File: src/rtl/mux8_arb_pkg.sv
// ---------------------------------------------------------------------------
// mux8_arb_pkg
//   Shared definitions for the 8-requester round-robin arbiter:
//     N_REQ        number of requesters
//     SEL_W        width of the binary select
//     arb_state_t  arbiter FSM states (IDLE, BUSY)
//     onehot8()    binary index -> one-hot grant vector
// ---------------------------------------------------------------------------
package mux8_arb_pkg;

    localparam int N_REQ = 8;
    localparam int SEL_W = 3;

    typedef enum logic {
        IDLE = 1'b0,
        BUSY = 1'b1
    } arb_state_t;

    function automatic logic [N_REQ-1:0] onehot8(input logic [SEL_W-1:0] idx);
        logic [N_REQ-1:0] vec;
        vec      = '0;
        vec[idx] = 1'b1;
        return vec;
    endfunction

endpackage

File: src/rtl/mux8_rr_arbiter_pick.sv
// ---------------------------------------------------------------------------
// rr_pick8
//   Combinational round-robin pick. It searches req starting at ptr and
//   wraps modulo 8. The first set bit wins.
//   Ports:
//     req  in  [7:0]  request vector
//     ptr  in  [2:0]  highest-priority position for this round
//     any  out        at least one request is pending
//     idx  out [2:0]  index of the winning requester (only meaningful if any)
// ---------------------------------------------------------------------------
module rr_pick8
    import mux8_arb_pkg::*;
(
    input  logic [N_REQ-1:0] req,
    input  logic [SEL_W-1:0] ptr,
    output logic             any,
    output logic [SEL_W-1:0] idx
);

    logic [2*N_REQ-1:0] dbl;
    logic [N_REQ-1:0]   rot;
    logic [SEL_W-1:0]   off;

    always_comb begin
        // Rotate so that position ptr lands at bit 0. rot[i] = req[(ptr+i) mod 8].
        dbl = {req, req};
        rot = dbl[ptr +: N_REQ];

        // Priority-encode the lowest set bit of the rotated vector.
        off = '0;
        for (int i = N_REQ - 1; i >= 0; i--) begin
            if (rot[i]) off = SEL_W'(i);
        end

        // Un-rotate. The 3-bit add wraps modulo 8 on its own.
        idx = ptr + off;
        any = |req;
    end

endmodule

File: src/rtl/mux8_rr_arbiter.sv
// ---------------------------------------------------------------------------
// mux8_rr_arbiter
//   Round-robin scheduler for a shared 8:1 select datapath. It picks a
//   winner among eight requesters and drives the binary select and a one-hot
//   grant. It registers the winner's word and holds it under valid/ready
//   until the consumer accepts it.
//   Parameters:
//     DATA_W     width of each requester word and of out_data
//   Ports:
//     clk        clock, rising edge
//     rst_n      asynchronous active-low reset
//     req        [7:0]         pending-word flags, one per requester
//     data       [8*DATA_W-1:0] packed requester words, word i at i*DATA_W
//     lock       [7:0]         (ARB_LOCK_EN only) hold priority on the winner
//     ack        [7:0]         one-hot, high during the handshake cycle
//     grant      [7:0]         one-hot channel owner, 0 when idle
//     sel        [2:0]         binary index of the granted requester
//     out_valid                out_data holds a word
//     out_data   [DATA_W-1:0]  registered selected word
//     out_ready                consumer accepts when out_valid & out_ready
//   Configuration:
//     ARB_LOCK_EN  adds the lock port. If lock[winner] is high at handshake,
//                  the winner keeps top priority for the next round.
// ---------------------------------------------------------------------------
module mux8_rr_arbiter
    import mux8_arb_pkg::*;
#(
    parameter int DATA_W = 8
) (
    input  logic                    clk,
    input  logic                    rst_n,
    input  logic [N_REQ-1:0]        req,
    input  logic [N_REQ*DATA_W-1:0] data,
`ifdef ARB_LOCK_EN
    input  logic [N_REQ-1:0]        lock,
`endif
    output logic [N_REQ-1:0]        ack,
    output logic [N_REQ-1:0]        grant,
    output logic [SEL_W-1:0]        sel,
    output logic                    out_valid,
    output logic [DATA_W-1:0]       out_data,
    input  logic                    out_ready
);

    arb_state_t        state, state_nxt;
    logic [SEL_W-1:0]  ptr, ptr_nxt;
    logic [N_REQ-1:0]  grant_nxt;
    logic [SEL_W-1:0]  sel_nxt;
    logic              out_valid_nxt;
    logic [DATA_W-1:0] out_data_nxt;

    logic              pick_any;
    logic [SEL_W-1:0]  pick_idx;
    logic              handshake;
    logic              keep_prio;

    rr_pick8 u_pick (
        .req (req),
        .ptr (ptr),
        .any (pick_any),
        .idx (pick_idx)
    );

    assign handshake = out_valid & out_ready;

    // While BUSY, sel still holds the winner. ack is therefore just the grant,
    // gated by the handshake.
    assign ack = handshake ? grant : '0;

`ifdef ARB_LOCK_EN
    assign keep_prio = lock[sel];
`else
    assign keep_prio = 1'b0;
`endif

    always_comb begin
        // NOTE: every next-state signal gets its hold value first. A path that
        // leaves one unassigned would infer a latch.
        state_nxt     = state;
        ptr_nxt       = ptr;
        grant_nxt     = grant;
        sel_nxt       = sel;
        out_valid_nxt = out_valid;
        out_data_nxt  = out_data;

        case (state)
            IDLE: begin
                if (pick_any) begin
                    state_nxt     = BUSY;
                    grant_nxt     = onehot8(pick_idx);
                    sel_nxt       = pick_idx;
                    out_valid_nxt = 1'b1;
                    out_data_nxt  = data[pick_idx*DATA_W +: DATA_W];
                end
            end
            BUSY: begin
                // req is ignored here. The word was already captured at grant.
                if (handshake) begin
                    state_nxt     = IDLE;
                    grant_nxt     = '0;
                    out_valid_nxt = 1'b0;
                    ptr_nxt       = keep_prio ? sel : sel + SEL_W'(1);
                end
            end
        endcase
    end

    // NOTE: sequential state uses non-blocking assignments only. All
    // registers then update together on the edge, whatever the order of the
    // statements.
    always_ff @(posedge clk or negedge rst_n) begin
        if (!rst_n) begin
            state     <= IDLE;
            ptr       <= '0;
            grant     <= '0;
            sel       <= '0;
            out_valid <= 1'b0;
            // NOTE: the data register is reset because out_data is observable
            // and must read 0 after reset. Pure storage arrays would not need it.
            out_data  <= '0;
        end else begin
            state     <= state_nxt;
            ptr       <= ptr_nxt;
            grant     <= grant_nxt;
            sel       <= sel_nxt;
            out_valid <= out_valid_nxt;
            out_data  <= out_data_nxt;
        end
    end

endmodule

File: config.mk
export PLATFORM = sky130hd
export DESIGN_NAME = mux8_rr_arbiter
export DESIGN_NICKNAME = d
export VERILOG_FILES = /design/src/rtl/mux8_arb_pkg.sv /design/src/rtl/mux8_rr_arbiter_pick.sv /design/src/rtl/mux8_rr_arbiter.sv
export SDC_FILE = /design/constraint.sdc
export NUM_CORES = 1
export LEC_CHECK = 0
export ABC_AREA = 1
export BUFFER_PORTS_ARGS = -buffer_cell sky130_fd_sc_hd__buf_2
export CAP_MARGIN = 20
export CORE_MARGIN = 3
export CORE_UTILIZATION = 50
export DETAILED_ROUTE_END_ITERATION = 6
export PLACE_DENSITY = 0.94
export SLEW_MARGIN = 0
export SYNTH_ARGS = -nofsm -noshare
export SYNTH_HDL_FRONTEND = slang
export SYNTH_SLANG_ARGS = --single-unit
File: constraint.sdc
create_clock -name clk -period 6.7 [get_ports clk]
set_clock_uncertainty 0.1 [all_clocks]
set_input_delay 1.005 -clock clk [delete_from_list [all_inputs] [get_ports clk]]
set_output_delay 1.005 -clock clk [all_outputs]
set_load 0.02 [all_outputs]
### Word-level counts from Yosys, hierarchy flattened

Cells that the tools add are included.

| cells by class | value |
|---|---|
| add/subtract/negate cells | 2 |
| $mul | 0 |
| div/mod/pow operators | 0 |
| $lt $le $gt $ge | 2 |
| equal/unequal tests | 2 |
| shift operators | 2 |
| muxes and demuxes | 20 |
| bitwise logic cells | 2 |
| reductions and logical operators | 5 |

Operators with widths:

| operator | count |
|---|---|
| variable part select 64 x 7 -> 8 bit | 1 |
| two-way mux 3 bit | 8 |
| two-way mux 8 bit | 3 |
| case mux 8 bit (2 select lines) | 1 |
| variable part select 16 x 4 -> 8 bit | 1 |
| OR reduction 8 bit | 1 |
| AND reduction 2 bit | 3 |
| two-way mux 1 bit | 5 |
| less-than comparator 3 x 4 -> 1 bit (second input constant) | 1 |
| case mux 1 bit (2 select lines) | 2 |
| adder 3 x 1 -> 3 bit (second input constant) | 1 |
| adder 3 bit | 1 |
| demux 1 bit (select 3 bit) | 1 |
| greater-or-equal comparator 3 x 1 -> 1 bit (second input constant) | 1 |
| != test 2 x 1 -> 1 bit (second input constant) | 1 |
| != test 2 bit (second input constant) | 1 |
| bitwise AND 1 bit | 1 |
| logical AND 1 bit | 1 |
| inverter 1 bit | 1 |

| word-level totals | value |
|---|---|
| register bits after elaboration | 24 |
| latch bits | 0 |
| memory bits (writable) | 0 |
| memory bits (read-only) | 0 |
| bits of input ports | 75 |
| output and inout bits | 28 |
| word-level logic and storage cells | 41 |
| memories kept | 0 |

### Longest topological paths before layout

| logic depth | value |
|---|---|
| depth after elaboration | 16 |
| gate-level depth with buffers | 21 |
| gate-level depth less buffers | 19 |

### Hierarchy

A second synthesis with hierarchy kept.

| unflattened totals | value |
|---|---|
| cell total of the unflattened synthesis | 390 |
| area, all modules | 2262.2 µm² |

Modules (own cells, without submodules):

| module | times used | cells an instance | area each (µm²) |
|---|---|---|---|
| mux8_rr_arbiter | 1 | 292 | 1730.4 |
| rr_pick8 | 1 | 98 | 531.8 |

### Worst setup path before layout

No wires, ideal clock.

| timing path | value |
|---|---|
| kind | input -> register |
| start point | in req[5] |
| end point | reg out_data[7] |
| setup time | 0.065 ns |
| arrival time | 3.245 ns |
| slack | 3.291 ns |
| stages on the path | 19 |
| path buffers | 1 |
| cells stage by stage | nand2_1 -> nand3_1 -> nand3_1 -> nand2_1 -> a21oi_1 -> nor2_1 -> o21ai_0 -> nand2_1 -> a21boi_0 -> ha_1 -> fa_1 -> clkinv_1 -> clkbuf_1 -> o21ai_0 -> o22ai_1 -> inv_1 -> nand3_1 -> nand3_1 -> nand2_1 |

| between the ends | value |
|---|---|
| longest elaborated chain between the ends | 11 |

Ends and longest elaborated chain:

| item | line | RTL |
|---|---|---|
| from (decl) | mux8_rr_arbiter.sv:32 | `input logic [N_REQ-1:0] req,` |
| variable part select 16 x 4 -> 8 bit * | mux8_rr_arbiter_pick.sv:27 | `rot = dbl[ptr +: N_REQ];` |
| two-way mux 3 bit (7 in series) | mux8_rr_arbiter_pick.sv:32 | `if (rot[i]) off = SEL_W'(i);` |
| two-way mux 3 bit * | mux8_rr_arbiter_pick.sv:32 |  |
| adder 3 bit * | mux8_rr_arbiter_pick.sv:36 | `idx = ptr + off;` |
| net pick_idx[1] | mux8_rr_arbiter.sv:53 | `logic [SEL_W-1:0] pick_idx;` |
| variable part select 64 x 7 -> 8 bit * | mux8_rr_arbiter.sv:93 | `out_data_nxt = data[pick_idx*DATA_W +: DATA_W];` |
| to (signal assigned) | mux8_rr_arbiter.sv:127 | `out_data <= out_data_nxt;` |
| to (decl) | mux8_rr_arbiter.sv:41 | `output logic [DATA_W-1:0] out_data,` |

The timed path passes the listed nets; every way through them passes the cells marked *.
A chain may end at the register's enable or synchronous reset.

### Worst setup path in the final report

| timing path | value |
|---|---|
| start point | in req[6] |
| end point | reg out_data[3] |

The elaborated chain is that of the path after synthesis.

==> impl_metrics.ini <==
[outcome]
status = finished, final reports clean

[final_layout]
drive_gt1_share_pct = 30.48
area_growth_pct = 25.99
multi_input_area_um2 = 1297
regArea_um2 = 600.6
fin_nets = 499
insertedDiodeCount = 0
nFillCells = 340

[logic_synthesis]
synth_nets = 408
yosysWarnings = 0
syn_inst = 330
syn_area_um2 = 2090
syn_area_per_cell_um2 = 6.332
synth_cell_types = 30
ys_seq_area_share_pct = 28.74
ys_ff_latch = 24

[global_routing]
grt_pass1_vias = 2294
grt_overflow = 0
grt_start_max_net_pins = 35
antenna_found_initial = 0
grt_first_pass_wirelength_um = 9528
grt_use_total_pct = 22.48

[placement]
portBuffers = 102
dp_hpwl_um = 4540
gp_congestion = 0.9207

[sta]
fmax_mhz = 237.0
worst_slew_pin_slew_ns = 0.9347
tns_ns = 0
period_minus_slack_ns = 4.220
hold_viol = 0
hold_ws_ns = 0.3798
rsz0062_at_grt = false
setup_viol = 0
slew_headroom_pct = 37.69
final.period_utilization_pct = 62.98
maxSlewViolCount = 0

[flow_run]
max_cap_violations = 0

[setup_path]
startpoint_type = input port
crit_type = in -> reg
required_ns = 6.75
worstPathArrival_ns = 4.27
crit_path_end_kind = register
crit_fanout = 27

[floorplanning]
start_util_pct = 54.22
design.portCount = 103
die_area_um2 = 4991
die_h_um = 70.65
std_cell_rows = 22
core_area_um2 = 3854
die_w_um = 70.65

[cts]
cts_tree = done
ctsHoldBuffers = 0
clk_latency_ns = 0.26
cts_root_buf = clkbuf_8
cts.sinks = 24
postCtsSetupBuffers = 0
cts_resized = 0
cts_buffers = 3
cts_buffer_depth = 2
htree_levels = 1
cts.clk_slew.worst_paths_ns = 0.08

[routing]
avgRoutedWirePerCell_um = 12.28
drc = 0
via_per_inst = 5.340
first_pass_iters = 4
wirelength_um = 5749
ant_nets = 0
dr_total_vias = 2499
drt_iter0_drc = 169

[hold_path]
hold_path.class = reg -> reg
[kinds of logic after synthesis]
family / count (synthesis) / share of synthesized area (%)
AOI/OAI and AO/OA: 54 / 15.51
xor gates and xnor gates: 2 / 0.8385
adders and majority gates: 3 / 2.156
buffers and inverters: 44 / 9.161
DFF: 24 / 28.74
and+or+nand+nor: 203 / 43.59
[sequential cells by signal (all words and copies together), names as in the netlist]
signal and count:
state 1, out_valid 1, grant 8, out_data 8, sel 3, ptr 3
[through the flow]
step | setup WS, ns | utilization [%] | cells | instance area [um2]
2_1_floorplan | 3.291 | - | 330 | 2090
3_5_place_dp | 2.200 | 66.88 | 464 | 2577
5_1_grt | 2.053 | 68.31 | 468 | 2633
4_1_cts | 2.494 | 68.31 | 468 | 2633
6_report | 2.480 | 68.31 | 468 | 2633
3_3_place_gp | 2.327 | 66.88 | 464 | 2577
[critical path, stage by stage]
cell and delay [ns]:
buf_2 0.11, nand2_1 0.10, nand3_1 0.12, nand3_1 0.09, nand2_1 0.09, nor2_1 0.10
o21ai_0 0.08, nand2_1 0.06, a21boi_0 0.08, ha_1 0.20, fa_1 0.77, clkinv_1 0.70
a21oi_1 0.33, a32o_1 0.17, nand3_1 0.10, nand3_1 0.10, nand2_1 0.06
[final timing paths]
path / slack, ns / to / cells after the start / from
min in group asynchronous: 0.61 / grant[4] / 1 / rst_n
max: 2.48 / out_data[3] / 17 / req[6]
max in group asynchronous: 5.53 / sel[0] / 1 / rst_n
max reg2reg: 2.52 / out_data[3] / 17 / ptr[1]
min reg2reg: 0.38 / out_data[1] / 2 / out_data[1]
min: 0.38 / out_data[1] / 2 / out_data[1]
[cell type report]
type | count | area share (%)
sequential | 24 | 22.81
inverter | 28 | 4.135
tap | 48 | 2.281
clock buffer | 4 | 2.091
multi-input combinational | 262 | 49.29
timing repair buffer | 102 | 19.39
[placed cells by master (no fill, tap or decap), types with 2 or more instances in the layout]
cell	Yosys	routed
or4_1	2	2
dfrtp_1	24	24
nor2_1	32	32
nand2_2	11	11
nand2_4	2	2
nand3_1	38	38
ha_1	2	2
a32o_1	8	8
o21ai_0	25	25
a21oi_1	11	11
inv_1	25	25
o22ai_1	8	8
clkbuf_8	0	4
buf_2	3	102
nand3_2	2	2
nor2_4	3	3
nand2_1	111	111
[cell usage after synthesis, drive strengths merged]
library cell    n  area [um2]
ha              2       25.02
a21oi          11       55.05
fa              1       20.02
o22ai           8       50.05
dfrtp          24       600.6
xnor2           1       8.760
xor2            1       8.760
o21ai          25       125.1
nor2           36       160.2
nand2         124       508.0
nand3          41       227.7
inv            26       100.1
or4             2       15.01
a32o            8       80.08
buf             7       48.79
a31oi           1       6.260
clkinv          2       8.750
a21boi          1       7.510
clkbuf          9       33.78
[routing by layer]
layer  vias to the layer above  track usage [%]  part of all wire, %
met5                         -                0                    0
met4                         0            5.637                  1.4
met3                         8            3.693                  7.8
met2                       119            41.37                   49
met1                      1115            27.22                   42
li1                       1257                -                    -
Power is left out: the tool's default activity adds up to more than one toggle a clock period on the data nets, which glitch-free logic cannot reach.
